**src/rtl/long_inst_wb_arb.sv**
```systemverilog
// Long-latency result writeback arbiter: per-source holding registers, round-robin onto one RF write port.
// Optional duplicate commit-ID detection is built when LONG_WB_ID_CHECK_EN is defined.
`timescale 1ns/1ps
`ifndef COMMIT_ID_WIDTH
  `define COMMIT_ID_WIDTH 4
`endif
`ifndef REG_ADDR_WIDTH
  `define REG_ADDR_WIDTH 5
`endif

module long_inst_wb_arb #(
  parameter int NUM_SRC    = 3,
  parameter int DATA_WIDTH = 32
) (
  input  logic                                  clk,
  input  logic                                  rst_n,
  input  logic [NUM_SRC-1:0]                    src_valid_i,
  output logic [NUM_SRC-1:0]                    src_ready_o,
  input  logic [NUM_SRC*`REG_ADDR_WIDTH-1:0]    src_rd_addr_i,
  input  logic [NUM_SRC*DATA_WIDTH-1:0]         src_data_i,
  input  logic [NUM_SRC*`COMMIT_ID_WIDTH-1:0]   src_commit_id_i,
  input  logic                                  short_wb_busy_i,
  output logic                                  reg_we_o,
  output logic [`REG_ADDR_WIDTH-1:0]            reg_waddr_o,
  output logic [DATA_WIDTH-1:0]                 reg_wdata_o,
  output logic                                  commit_valid_o,
  output logic [`COMMIT_ID_WIDTH-1:0]           commit_id_o,
  output logic                                  id_conflict_o
);
  localparam int RW = `REG_ADDR_WIDTH;
  localparam int IW = `COMMIT_ID_WIDTH;
  localparam int PW = $clog2(NUM_SRC);

  logic [NUM_SRC-1:0]                 hold_valid;
  logic [NUM_SRC-1:0][RW-1:0]         hold_rd;
  logic [NUM_SRC-1:0][DATA_WIDTH-1:0] hold_data;
  logic [NUM_SRC-1:0][IW-1:0]         hold_id;

  logic [PW-1:0]      ptr;
  logic [PW-1:0]      cand;
  logic [PW-1:0]      gnt_idx;
  logic               gnt_any;
  logic [NUM_SRC-1:0] grant;

  // Search starts one past the last winner so every source is reached within NUM_SRC grants.
  always_comb begin
    gnt_any = 1'b0;
    gnt_idx = '0;
    cand    = '0;
    if (!short_wb_busy_i) begin
      for (int k = 1; k <= NUM_SRC; k++) begin
        cand = PW'((int'(ptr) + k) % NUM_SRC);
        if (!gnt_any && hold_valid[cand]) begin
          gnt_any = 1'b1;
          gnt_idx = cand;
        end
      end
    end
  end

  always_comb begin
    grant = '0;
    if (gnt_any) grant[gnt_idx] = 1'b1;
  end

  // Ready includes the grant so a draining entry can refill in the same cycle.
  assign src_ready_o = ~hold_valid | grant;

  always_ff @(posedge clk or negedge rst_n) begin
    if (!rst_n) begin
      hold_valid <= '0;
      hold_rd    <= '0;
      hold_data  <= '0;
      hold_id    <= '0;
    end else begin
      for (int i = 0; i < NUM_SRC; i++) begin
        if (src_valid_i[i] && src_ready_o[i]) begin
          hold_valid[i] <= 1'b1;
          hold_rd[i]    <= src_rd_addr_i[i*RW +: RW];
          hold_data[i]  <= src_data_i[i*DATA_WIDTH +: DATA_WIDTH];
          hold_id[i]    <= src_commit_id_i[i*IW +: IW];
        end else if (grant[i]) begin
          hold_valid[i] <= 1'b0;
        end
      end
    end
  end

  always_ff @(posedge clk or negedge rst_n) begin
    if (!rst_n) begin
      ptr            <= PW'(NUM_SRC - 1);
      commit_valid_o <= 1'b0;
      reg_we_o       <= 1'b0;
      commit_id_o    <= '0;
      reg_waddr_o    <= '0;
      reg_wdata_o    <= '0;
    end else if (gnt_any) begin
      ptr            <= gnt_idx;
      commit_valid_o <= 1'b1;
      reg_we_o       <= (hold_rd[gnt_idx] != '0);
      commit_id_o    <= hold_id[gnt_idx];
      reg_waddr_o    <= hold_rd[gnt_idx];
      reg_wdata_o    <= hold_data[gnt_idx];
    end else begin
      commit_valid_o <= 1'b0;
      reg_we_o       <= 1'b0;
    end
  end

`ifdef LONG_WB_ID_CHECK_EN
  logic dup;

  // A live ID may appear only once across the holding entries and the retiring output.
  always_comb begin
    dup = 1'b0;
    for (int i = 0; i < NUM_SRC; i++) begin
      for (int j = i + 1; j < NUM_SRC; j++)
        if (hold_valid[i] && hold_valid[j] && (hold_id[i] == hold_id[j])) dup = 1'b1;
      if (commit_valid_o && hold_valid[i] && (hold_id[i] == commit_id_o)) dup = 1'b1;
    end
  end

  always_ff @(posedge clk or negedge rst_n) begin
    if (!rst_n) id_conflict_o <= 1'b0;
    else        id_conflict_o <= id_conflict_o | dup;
  end
`else
  assign id_conflict_o = 1'b0;
`endif

endmodule

```
**config.mk**
```make
export PLATFORM = sky130hd
export DESIGN_NAME = long_inst_wb_arb
export DESIGN_NICKNAME = d
export VERILOG_FILES = /design/src/rtl/long_inst_wb_arb.sv
export SDC_FILE = /design/constraint.sdc
export NUM_CORES = 1
export LEC_CHECK = 0
export ABC_CLOCK_PERIOD_IN_PS = 2460
export CAP_MARGIN = 20
export CORE_MARGIN = 10
export CORE_UTILIZATION = 57
export DETAILED_ROUTE_END_ITERATION = 16
export DONT_BUFFER_PORTS = 1
export GPL_ROUTABILITY_DRIVEN = 0
export PLACE_DENSITY = 0.82
export SYNTH_ARGS = -nofsm -noshare
export SYNTH_HDL_FRONTEND = slang
export SYNTH_SLANG_ARGS = --single-unit
```
**constraint.sdc**
```tcl
create_clock -name clk -period 2.46 [get_ports clk]
set_input_delay 0.123 -clock clk [delete_from_list [all_inputs] [get_ports clk]]
set_output_delay 0.123 -clock clk [all_outputs]
set_load 0.01 [all_outputs]
```
==> results of run 1 <==
==> what timing repair did <==
action / CTS / global route
resized for setup: 124 / 23
buffers inserted: 18 / 4
cloned: 12 / 2
endpoints found under the setup margin: 168 / 169
pin swaps: 8 / 7
endpoints found under the hold margin: 298 / 171
==> critical path: cells and delay by family (launching register included) <==
family,cells,cell delay (ps)
flip-flops,1,560
adder cells (fa/ha/maj),1,210
multiplexers,1,340
AO/OA/AOI/OAI,4,900
buffers and inverters,4,570
==> area by class of cell <==
cell class	count	area (um^2)	share of cell area
antenna	2	5.00	0.000470
clock inverter	13	110	0.0103
multi-input combinational	304	3300	0.310
sequential	171	4280	0.402
inverter	6	22.5	0.00211
tap	172	215	0.0202
clock buffer	19	453	0.0425
timing repair buffer	194	2260	0.212
==> final timing paths <==
check | startpoint | endpoint | cells after the start
max in group asynchronous | rst_n | ptr[1]$_DFFE_PN1P_ | 0
max | ptr[1]$_DFFE_PN1P_ | hold_rd[4]$_DFFE_PN0P_ | 10
min | rst_n | hold_data[38]$_DFFE_PN0P_ | 0
max reg2reg | ptr[1]$_DFFE_PN1P_ | hold_rd[4]$_DFFE_PN0P_ | 10
min reg2reg | hold_data[5]$_DFFE_PN0P_ | hold_data[5]$_DFFE_PN0P_ | 1
min in group clk | short_wb_busy_i | hold_valid[0]$_DFFE_PN0P_ | 5
==> cell usage after synthesis, drive strengths merged (4+ instances only) <==
library cell	number	area, um^2
ha	4	50.1
nand2b	5	31.3
nor3	4	20.0
nand2	7	28.8
a22oi	40	300
inv	6	22.5
o21ai	42	214
a21oi	4	23.8
mux2i	41	410
mux2	124	1550
dfrtp	170	4250
clkbuf	10	37.5
buf	23	193
==> layer usage <==
layer  vias to the layer above  global-route usage  share of wire
li1                       2259                   -              -
met1                      2886               0.296           0.35
met3                        89              0.0941          0.082
met4                         0               0.119          0.040
met2                       308               0.498           0.53
met5                         -                   0              0
==> power groups by stage <==
stage | logic, uW | registers [uW] | clock network, uW
after floorplan | 3570 | 5070 | 0
after global routing | 7420 | 5770 | 2690
after global placement | 4400 | 5350 | 0
after CTS | 6460 | 5450 | 2560
after detailed placement | 4640 | 5440 | 0
final | 7090 | 5620 | 2560
==> sequential cells by signal (all words and copies together), names as in the netlist <==
register        cells
commit_id_o         4
commit_valid_o      1
hold_data          96
hold_id            12
hold_rd            15
hold_valid          3
ptr                 2
reg_waddr_o         5
reg_wdata_o        32
reg_we_o            1
==> through the flow <==
step	instance area, um^2	hold WS (ps)	TNS [ps]	cells	utilization
finish	10600	-618	-29190	881	0.837
global route	10600	-630	-45830	880	0.837
CTS	10500	-630	-14200	874	0.824
detailed placement	7850	-166	-20070	685	0.617
global placement	7850	-166	-6080	685	0.617
floorplan	7490	-173	-9340	514	-
==> kinds of logic after synthesis <==
| family | count (synthesis) | share of synthesized area |
|---|---|---|
| other | 1 | 0.000504 |
| buffers and inverters | 39 | 0.0340 |
| AO/OA/AOI/OAI | 101 | 0.0926 |
| adder cells (fa/ha/maj) | 4 | 0.00673 |
| AND/OR/NAND/NOR | 33 | 0.0273 |
| multiplexers | 165 | 0.263 |
| flip-flops | 171 | 0.576 |
==> flow_metrics.py, run 1 <==
metrics = {
    "outcome": {
        "status": "finished with violations",
        "violations": "hold timing, setup timing",
    },
    "power_and_ir_drop": {
        "leakage_uw": 0.00463,
        "peakVddDrop_v": 0.00106,
        "combinationalPowerShare": 0.464,
        "intPower_uw": 9750,
        "clkPwrFrac": 0.168,
        "p_sw_uw": 5520,
        "p_per_area_mw_per_mm2": 1430,
        "pwr-share-seq": 0.368,
        "sw_frac_of_total": 0.361,
        "p_total_uw": 15300,
    },
    "sta": {
        "hold_viol": 171,
        "rsz0062_at_grt": "yes",
        "setup_viol_count_final": 168,
        "fin_worst_skew_ps": 11.9,
        "fmax_mhz": 369,
        "slew_viol_final": 0,
        "holdWs_ps": -618,
        "finalWorstSetupSlack_ps": -249,
        "finalCritPeriodShare": 1.10,
        "period_needed_ps": 2710,
    },
    "route": {
        "routed_wl_um": 25500,
        "dr_total_vias": 5542,
        "via_per_inst": 6.29,
        "dr.first_iter.drc_count": 507,
        "wl_per_cell_um": 28.9,
        "drc": 0,
        "dr.pass1.iters": 7,
        "ant_nets": 0,
    },
    "placement": {
        "dp_hpwl_um": 12800,
        "place_ws_ps": -191,
        "io_buffer_count": 0,
    },
    "synthesis": {
        "synth.net_count": 647,
        "netlist_area_mm2": 0.00743,
        "synth_edf_count": 0,
        "ys_async_sr_fraction": 1.00,
        "synth-seq-cells": 171,
        "ys.flop_type": "dfrtp_1",
        "synth_cell_types": 50,
        "syn_avg_cell_area_um2": 14.5,
        "ys_seq_area_frac": 0.576,
        "syn-instance-count": 514,
        "yosysWarnings": 0,
    },
    "cells_and_area": {
        "layout_commonest_cell": "dfrtp_1",
        "fillers": 612,
        "drive_gt1_frac": 0.355,
        "nNetsFinal": 827,
        "final_cell_mix": "170 x dfrtp_1, 127 x dlygate4sd3_1, 82 x mux2_4",
        "syn2layout_area_growth_pct": 43.2,
    },
    "cts": {
        "cts_sinks": 171,
        "clock_latency_ps": 440,
        "ctsHoldBuffers": 127,
        "cts_buffers": 17,
        "clk_path_buf_depth": 2,
        "htreeDepth": 4,
        "cts_root_buffer": "clkbuf_16",
        "cts.clk_slew.worst_paths_ps": 70,
        "cts_tree": "done",
    },
    "floorplanning": {
        "die_x_um": 134,
        "die_y_um": 134,
        "dieArea_mm2": 0.0180,
        "io_pins": 176,
        "initial_core_util": 0.584,
        "core_mm2": 0.0127,
        "core.rowCount": 41,
    },
    "worst_setup_path": {
        "cp_max_fo": 8,
        "startpoint_type": "register",
        "critPathKind": "reg -> reg",
        "max_stage_delay_ps": 560,
        "slowest_stage": "dfstp_2",
        "arrival_ps": 3030,
        "crit_required_ps": 2780,
        "ff2ff_setup_slack_ps": -250,
        "crit_chain": "buf_6 -> ha_4 -> inv_1 -> a21oi_1 -> a311oi_4 -> o21ai_2 -> a21oi_4 -> buf_6 -> clkbuf_16 -> mux2_2",
        "cpMostUsedCell": "buf_6",
        "endpoint_kind": "register",
    },
    "global_route": {
        "grt_pass1_wl_um": 38500,
        "grt_pass1_vias": 6204,
        "overflow": 0,
        "grt.total_usage": 0.280,
        "grt_max_degree": 172,
        "antenna_found_initial": 1,
    },
    "run": {
        "maxCapViolCount": 0,
    },
    "worst_hold_path": {
        "hold_path.class": "in -> async",
    },
}
Power figures use the tool's default switching activity.
==> run 2: changes to the inputs <==
==> constraint.sdc (replaced) <==
create_clock -name clk -period 2.46 [get_ports clk]
set_input_delay 0.246 -clock clk [delete_from_list [all_inputs] [get_ports clk]]
set_output_delay 0.246 -clock clk [all_outputs]
set_load 0.01 [all_outputs]
==> run 2 against run 1 <==
The run still ends with hold timing, setup timing left. First-iteration DRC count rose by 33%. Non-clock buffer count rose by 5. Sequential power barely moved. Cell area rose by 1.8%. Sequential share of layout area fell by 0.71 points. Setup slack got worse by 160 ps. Combinational power rose by 6.3%.
==> flow_metrics.py, run 2 (same netlist as run 1, synthesis figures left out) <==
metrics = {
    "sta": {
        "fin_worst_skew_ps": 14.1,
        "period_needed_ps": 2870,
        "rsz0062_at_grt": "yes",
        "holdWs_ps": -507,
        "setup_viol_count_final": 169,
        "hold_viol": 171,
        "slew_viol_final": 0,
        "finalWorstSetupSlack_ps": -408,
        "finalCritPeriodShare": 1.17,
        "fmax_mhz": 349,
    },
    "global_route": {
        "grt_pass1_vias": 5845,
        "grt_busiest_layer": "met2",
        "grt_use_met1": 0.279,
        "grt_use_met2": 0.438,
        "grt_max_degree": 172,
        "grt_pass1_wl_um": 34900,
        "overflow": 0,
        "antenna_found_initial": 2,
        "grt_util_met3": 0.0836,
        "grt.total_usage": 0.253,
    },
    "cells_and_area": {
        "fillers": 576,
        "drive_gt1_frac": 0.369,
        "top_regs": "hold_data: 96 flops, reg_wdata_o: 32 flops, hold_rd: 15 flops",
        "top_register": "hold_data",
        "syn2layout_area_growth_pct": 45.8,
        "largest_reg_flops": 96,
        "nNetsFinal": 832,
        "layout_commonest_cell": "dfrtp_1",
        "final_cell_mix": "170 x dfrtp_1, 126 x dlygate4sd3_1, 114 x mux2_4",
        "fin_cells": 887,
    },
    "power_and_ir_drop": {
        "p_per_area_mw_per_mm2": 1460,
        "pwr-share-seq": 0.358,
        "p_sw_uw": 5760,
        "peakVddDrop_v": 0.000980,
        "sw_frac_of_total": 0.365,
        "clkPwrFrac": 0.164,
        "leakage_uw": 0.00479,
        "combinationalPowerShare": 0.478,
        "intPower_uw": 10000,
    },
    "worst_setup_path": {
        "reg2reg_depth": 12,
        "crit_required_ps": 2800,
        "endpoint": "hold_data[23]$_DFFE_PN0P_",
        "r2r-end": "hold_data[23]$_DFFE_PN0P_",
        "crit_chain": "inv_2 -> ha_4 -> a21boi_2 -> o32ai_4 -> buf_4 -> a211oi_2 -> o21ai_2 -> buf_4 -> a21oi_4 -> buf_12 -> clkbuf_16 -> mux2_2",
        "arrival_ps": 3200,
        "startpoint": "ptr[1]$_DFFE_PN1P_",
        "slowest_stage": "dfstp_2",
        "startpoint_type": "register",
        "max_stage_delay_ps": 570,
        "critPathKind": "reg -> reg",
        "endpoint_kind": "register",
        "reg2reg_from": "ptr[1]$_DFFE_PN1P_",
        "cpMostUsedCell": "buf_4",
        "ff2ff_setup_slack_ps": -410,
        "cp_max_fo": 8,
    },
    "route": {
        "routed_wl_um": 27300,
        "ant_nets": 0,
        "dr.first_iter.drc_count": 673,
        "dr_total_vias": 5687,
        "dr.pass1.iters": 5,
        "drc": 0,
        "wl_per_cell_um": 30.7,
        "via_per_inst": 6.41,
    },
    "outcome": {
        "violations": "hold timing, setup timing",
        "status": "finished with violations",
    },
    "floorplanning": {
        "core.rowCount": 41,
        "die_x_um": 134,
        "die_y_um": 134,
        "io_pins": 176,
        "initial_core_util": 0.584,
        "dieArea_mm2": 0.0180,
        "core_mm2": 0.0127,
    },
    "cts": {
        "htreeDepth": 4,
        "cts_tree": "done",
        "cts_sinks": 171,
        "ctsHoldBuffers": 126,
        "cts_buffers": 17,
        "clk_path_buf_depth": 2,
        "cts_root_buffer": "clkbuf_16",
        "clock_latency_ps": 450,
        "cts.clk_slew.worst_paths_ps": 70,
    },
    "worst_hold_path": {
        "hold_path.class": "in -> async",
    },
    "placement": {
        "dp_hpwl_um": 12800,
        "dp.cells": 685,
        "place_ws_ps": -191,
        "io_buffer_count": 0,
    },
    "run": {
        "maxCapViolCount": 0,
    },
}
==> run 2: cell count changes in the layout (fill, tap and decap cells not counted), moves of 3 or more <==
cell       before  now
buf_12         14   19
buf_16         12    4
buf_4          30   27
clkbuf_16      19   27
mux2_1         14    5
mux2_2         28    5
mux2_4         82  114
==> run 2: power by group through the flow <==
stage               sequential [uW]  combinational, uW  clock [uW]
CTS                            5430               5790        2560
floorplan                      5070               3570           0
detailed placement             5440               4640           0
finish                         5640               7540        2590
global placement               5350               4400           0
global route                   5780               7800        2720
==> run 2: what timing repair did <==
action                                  CTS  global route
pin swaps                                 8            14
endpoints found under the setup margin  168           168
cloned                                    8            13
endpoints found under the hold margin   297           171
setup buffers                            11            17
gates resized for setup                  70           113
==> run 2: cell type report <==
class                           instances  area [um^2]  share of cell area
Timing Repair Buffer                  199         2360               0.218
Sequential cell                       171         4280               0.395
Clock buffer                           19          453              0.0418
Clock inverter                         13          110              0.0102
Tap cell                              172          215              0.0199
Multi-Input combinational cell        304         3390               0.313
Antenna cell                            3         7.51            0.000693
Inverter                                6         22.5             0.00208
==> run 2: worst min-delay path by stage <==
stage / from / end / slack, ps / cells past startpoint
after floorplan: rst_n / commit_id_o[0]$_DFFE_PN0P_ / -50 / 0
after detailed placement: rst_n / hold_data[72]$_DFFE_PN0P_ / -40 / 0
after global routing: rst_n / hold_data[38]$_DFFE_PN0P_ / -520 / 0
final: rst_n / hold_data[37]$_DFFE_PN0P_ / -510 / 0
after CTS: rst_n / hold_data[69]$_DFFE_PN0P_ / -510 / 0
after global placement: rst_n / hold_data[72]$_DFFE_PN0P_ / -40 / 0
==> run 2: per-layer routing <==
layer,part of all wire,up-vias
li1,-,2265
met1,0.35,2939
met2,0.51,369
met3,0.090,114
met4,0.050,0
met5,0,-
==> run 2: metrics by stage <==
stage | power [uW] | setup TNS [ps] | area [um^2] | hold WS [ps] | utilization
2_1_floorplan | 8640 | -9340 | 7490 | -49.6 | -
3_3_place_gp | 9750 | -6080 | 7850 | -42.7 | 0.617
3_5_place_dp | 10100 | -20070 | 7850 | -43.2 | 0.617
4_1_cts | 13800 | -21630 | 10100 | -507 | 0.793
5_1_grt | 16300 | -55740 | 10800 | -519 | 0.852
6_report | 15800 | -50450 | 10800 | -507 | 0.852
==> run 2: critical path: cells and delay by family, from the launching register on <==
kind,cells,cell delay (ps)
buffers and inverters,5,740
AO/OA/AOI/OAI,5,930
adder cells (fa/ha/maj),1,190
multiplexers,1,330
flip-flops,1,570
==> run 3: changes to the inputs <==
CORE_UTILIZATION = 30   (was 57)
PLACE_DENSITY = 0.52   (was 0.82)
==> run 3 against run 2 <==
Die area is 75% higher. Wire length is 9.4% lower. Highest routed layer unchanged. Fmax is 8.1% higher. Non-clock buffer count stayed put. Clock skew is 3.4 ps lower. Largest power group unchanged. The run still ends with hold timing, setup timing left.
==> flow_metrics.py, run 3 (same netlist as run 1, synthesis figures left out) <==
metrics = {
    "outcome": {
        "status": "finished with violations",
        "violations": "hold timing, setup timing",
    },
    "cts": {
        "cts.clk_slew.worst_paths_ps": 70,
        "clk_path_buf_depth": 2,
        "cts_sinks": 171,
        "cts_buffers": 17,
        "htreeDepth": 4,
        "cts_tree": "done",
        "cts_root_buffer": "clkbuf_16",
        "clock_latency_ps": 420,
    },
    "floorplanning": {
        "initial_core_util": 0.306,
        "die_y_um": 177,
        "dieArea_mm2": 0.0315,
        "die_x_um": 177,
        "core.rowCount": 57,
        "core_mm2": 0.0243,
        "io_pins": 176,
    },
    "placement": {
        "io_buffer_count": 0,
        "dp_hpwl_um": 14100,
        "dp.cells": 839,
        "place_ws_ps": -222,
    },
    "sta": {
        "rsz0062_at_grt": "yes",
        "hold_viol": 171,
        "finalCritPeriodShare": 1.08,
        "fmax_mhz": 377,
        "fin_tns_setup_ps": -19410,
        "slew_viol_final": 0,
        "period_needed_ps": 2650,
        "setup_viol_count_final": 166,
        "holdWs_ps": -487,
        "finalWorstSetupSlack_ps": -193,
        "fin_worst_skew_ps": 10.7,
    },
    "cells_and_area": {
        "fillers": 2102,
        "top_register": "hold_data",
        "diodes": 0,
        "drive_gt1_frac": 0.377,
        "nNetsFinal": 832,
        "syn2layout_area_growth_pct": 48.4,
        "largest_reg_flops": 96,
        "utilization": 0.454,
        "fin_cells": 1035,
        "top_regs": "hold_data: 96 flops, reg_wdata_o: 32 flops, hold_rd: 15 flops",
        "layout_commonest_cell": "dfrtp_1",
        "final_cell_mix": "170 x dfrtp_1, 126 x dlygate4sd3_1, 83 x mux2_4",
    },
    "power_and_ir_drop": {
        "p_per_area_mw_per_mm2": 1390,
        "peakVddDrop_v": 0.000527,
        "leakage_uw": 0.00475,
    },
    "worst_setup_path": {
        "arrival_ps": 2960,
        "critPathKind": "reg -> reg",
        "cp_max_fo": 8,
        "startpoint_type": "register",
        "crit_required_ps": 2770,
        "endpoint_kind": "register",
    },
    "route": {
        "drc": 0,
        "wl_per_cell_um": 23.9,
        "dr.first_iter.drc_count": 253,
        "routed_wl_um": 24700,
        "dr.pass1.iters": 4,
        "via_per_inst": 4.91,
        "dr_total_vias": 5087,
        "ant_nets": 0,
    },
    "run": {
        "maxCapViolCount": 0,
    },
    "global_route": {
        "overflow": 0,
        "grt_max_degree": 172,
        "grt.total_usage": 0.144,
        "grt_pass1_wl_um": 34700,
        "grt_pass1_vias": 5714,
        "antenna_found_initial": 0,
    },
    "worst_hold_path": {
        "hold_path.class": "in -> async",
    },
}
==> run 3: routing by layer <==
metal  vias to the layer above  GRT usage  part of all wire
li1                       2263          -                 -
met4                         0     0.0309             0.020
met3                        30     0.0491             0.065
met1                      2628      0.174              0.43
met2                       166      0.245              0.49
met5                         -          0                 0
==> run 3: worst paths after layout <==
check | from | end | slack, ps | depth (start not counted)
min in group clk | short_wb_busy_i | commit_valid_o$_DFF_PN0_ | 80 | 2
worst max-delay path | ptr[1]$_DFFE_PN1P_ | hold_data[20]$_DFFE_PN0P_ | -190 | 11
worst min-delay path | rst_n | hold_id[6]$_DFFE_PN0P_ | -490 | 0
worst min register to register | hold_id[3]$_DFFE_PN0P_ | hold_id[3]$_DFFE_PN0P_ | 510 | 1
worst max register to register | ptr[1]$_DFFE_PN1P_ | hold_data[20]$_DFFE_PN0P_ | -190 | 11
max in group asynchronous | rst_n | ptr[1]$_DFFE_PN1P_ | 2690 | 0
==> run 3: where the power goes <==
group	switching (uW)	leakage, uW	total (uW)	internal (uW)
registers	1220	0.00203	5490	4270
clock network	1150	0.000281	2750	1600
logic	2830	0.00244	7070	4240
==> run 3: worst max-delay path: stages (launching register included) <==
cell and delay (ps):
dfstp_2 550, buf_4 130, ha_4 160, a221o_1 200, o32ai_4 120, buf_4 170
a211oi_4 200, o21ai_2 120, a21oi_4 160, buf_12 200, clkbuf_16 180, mux2_2 340
==> run 3: metrics by stage <==
step | cell area (um^2) | hold slack, ps | total power, uW
2_1_floorplan | 7490 | -49.6 | 8640
3_3_place_gp | 8070 | -43.3 | 9970
3_5_place_dp | 8070 | -43.1 | 10200
4_1_cts | 10500 | -512 | 14400
5_1_grt | 11000 | -528 | 16200
6_report | 11000 | -487 | 15300
==> run 3: area by class of cell <==
type,instances,area [um^2],area share
Sequential cell,171,4280,0.388
Timing Repair Buffer,199,2440,0.221
Clock inverter,9,113,0.0102
Multi-Input combinational cell,304,3280,0.298
Inverter,6,22.5,0.00204
Tap cell,324,405,0.0368
Clock buffer,22,484,0.0439
==> run 3: what timing repair did <==
item,CTS,global route
cloned,8,13
gates resized for setup,74,58
setup buffers,12,7
hold buffers,125,1
hold endpoints to repair,297,172
setup endpoints to repair,168,168
pin swaps,5,7
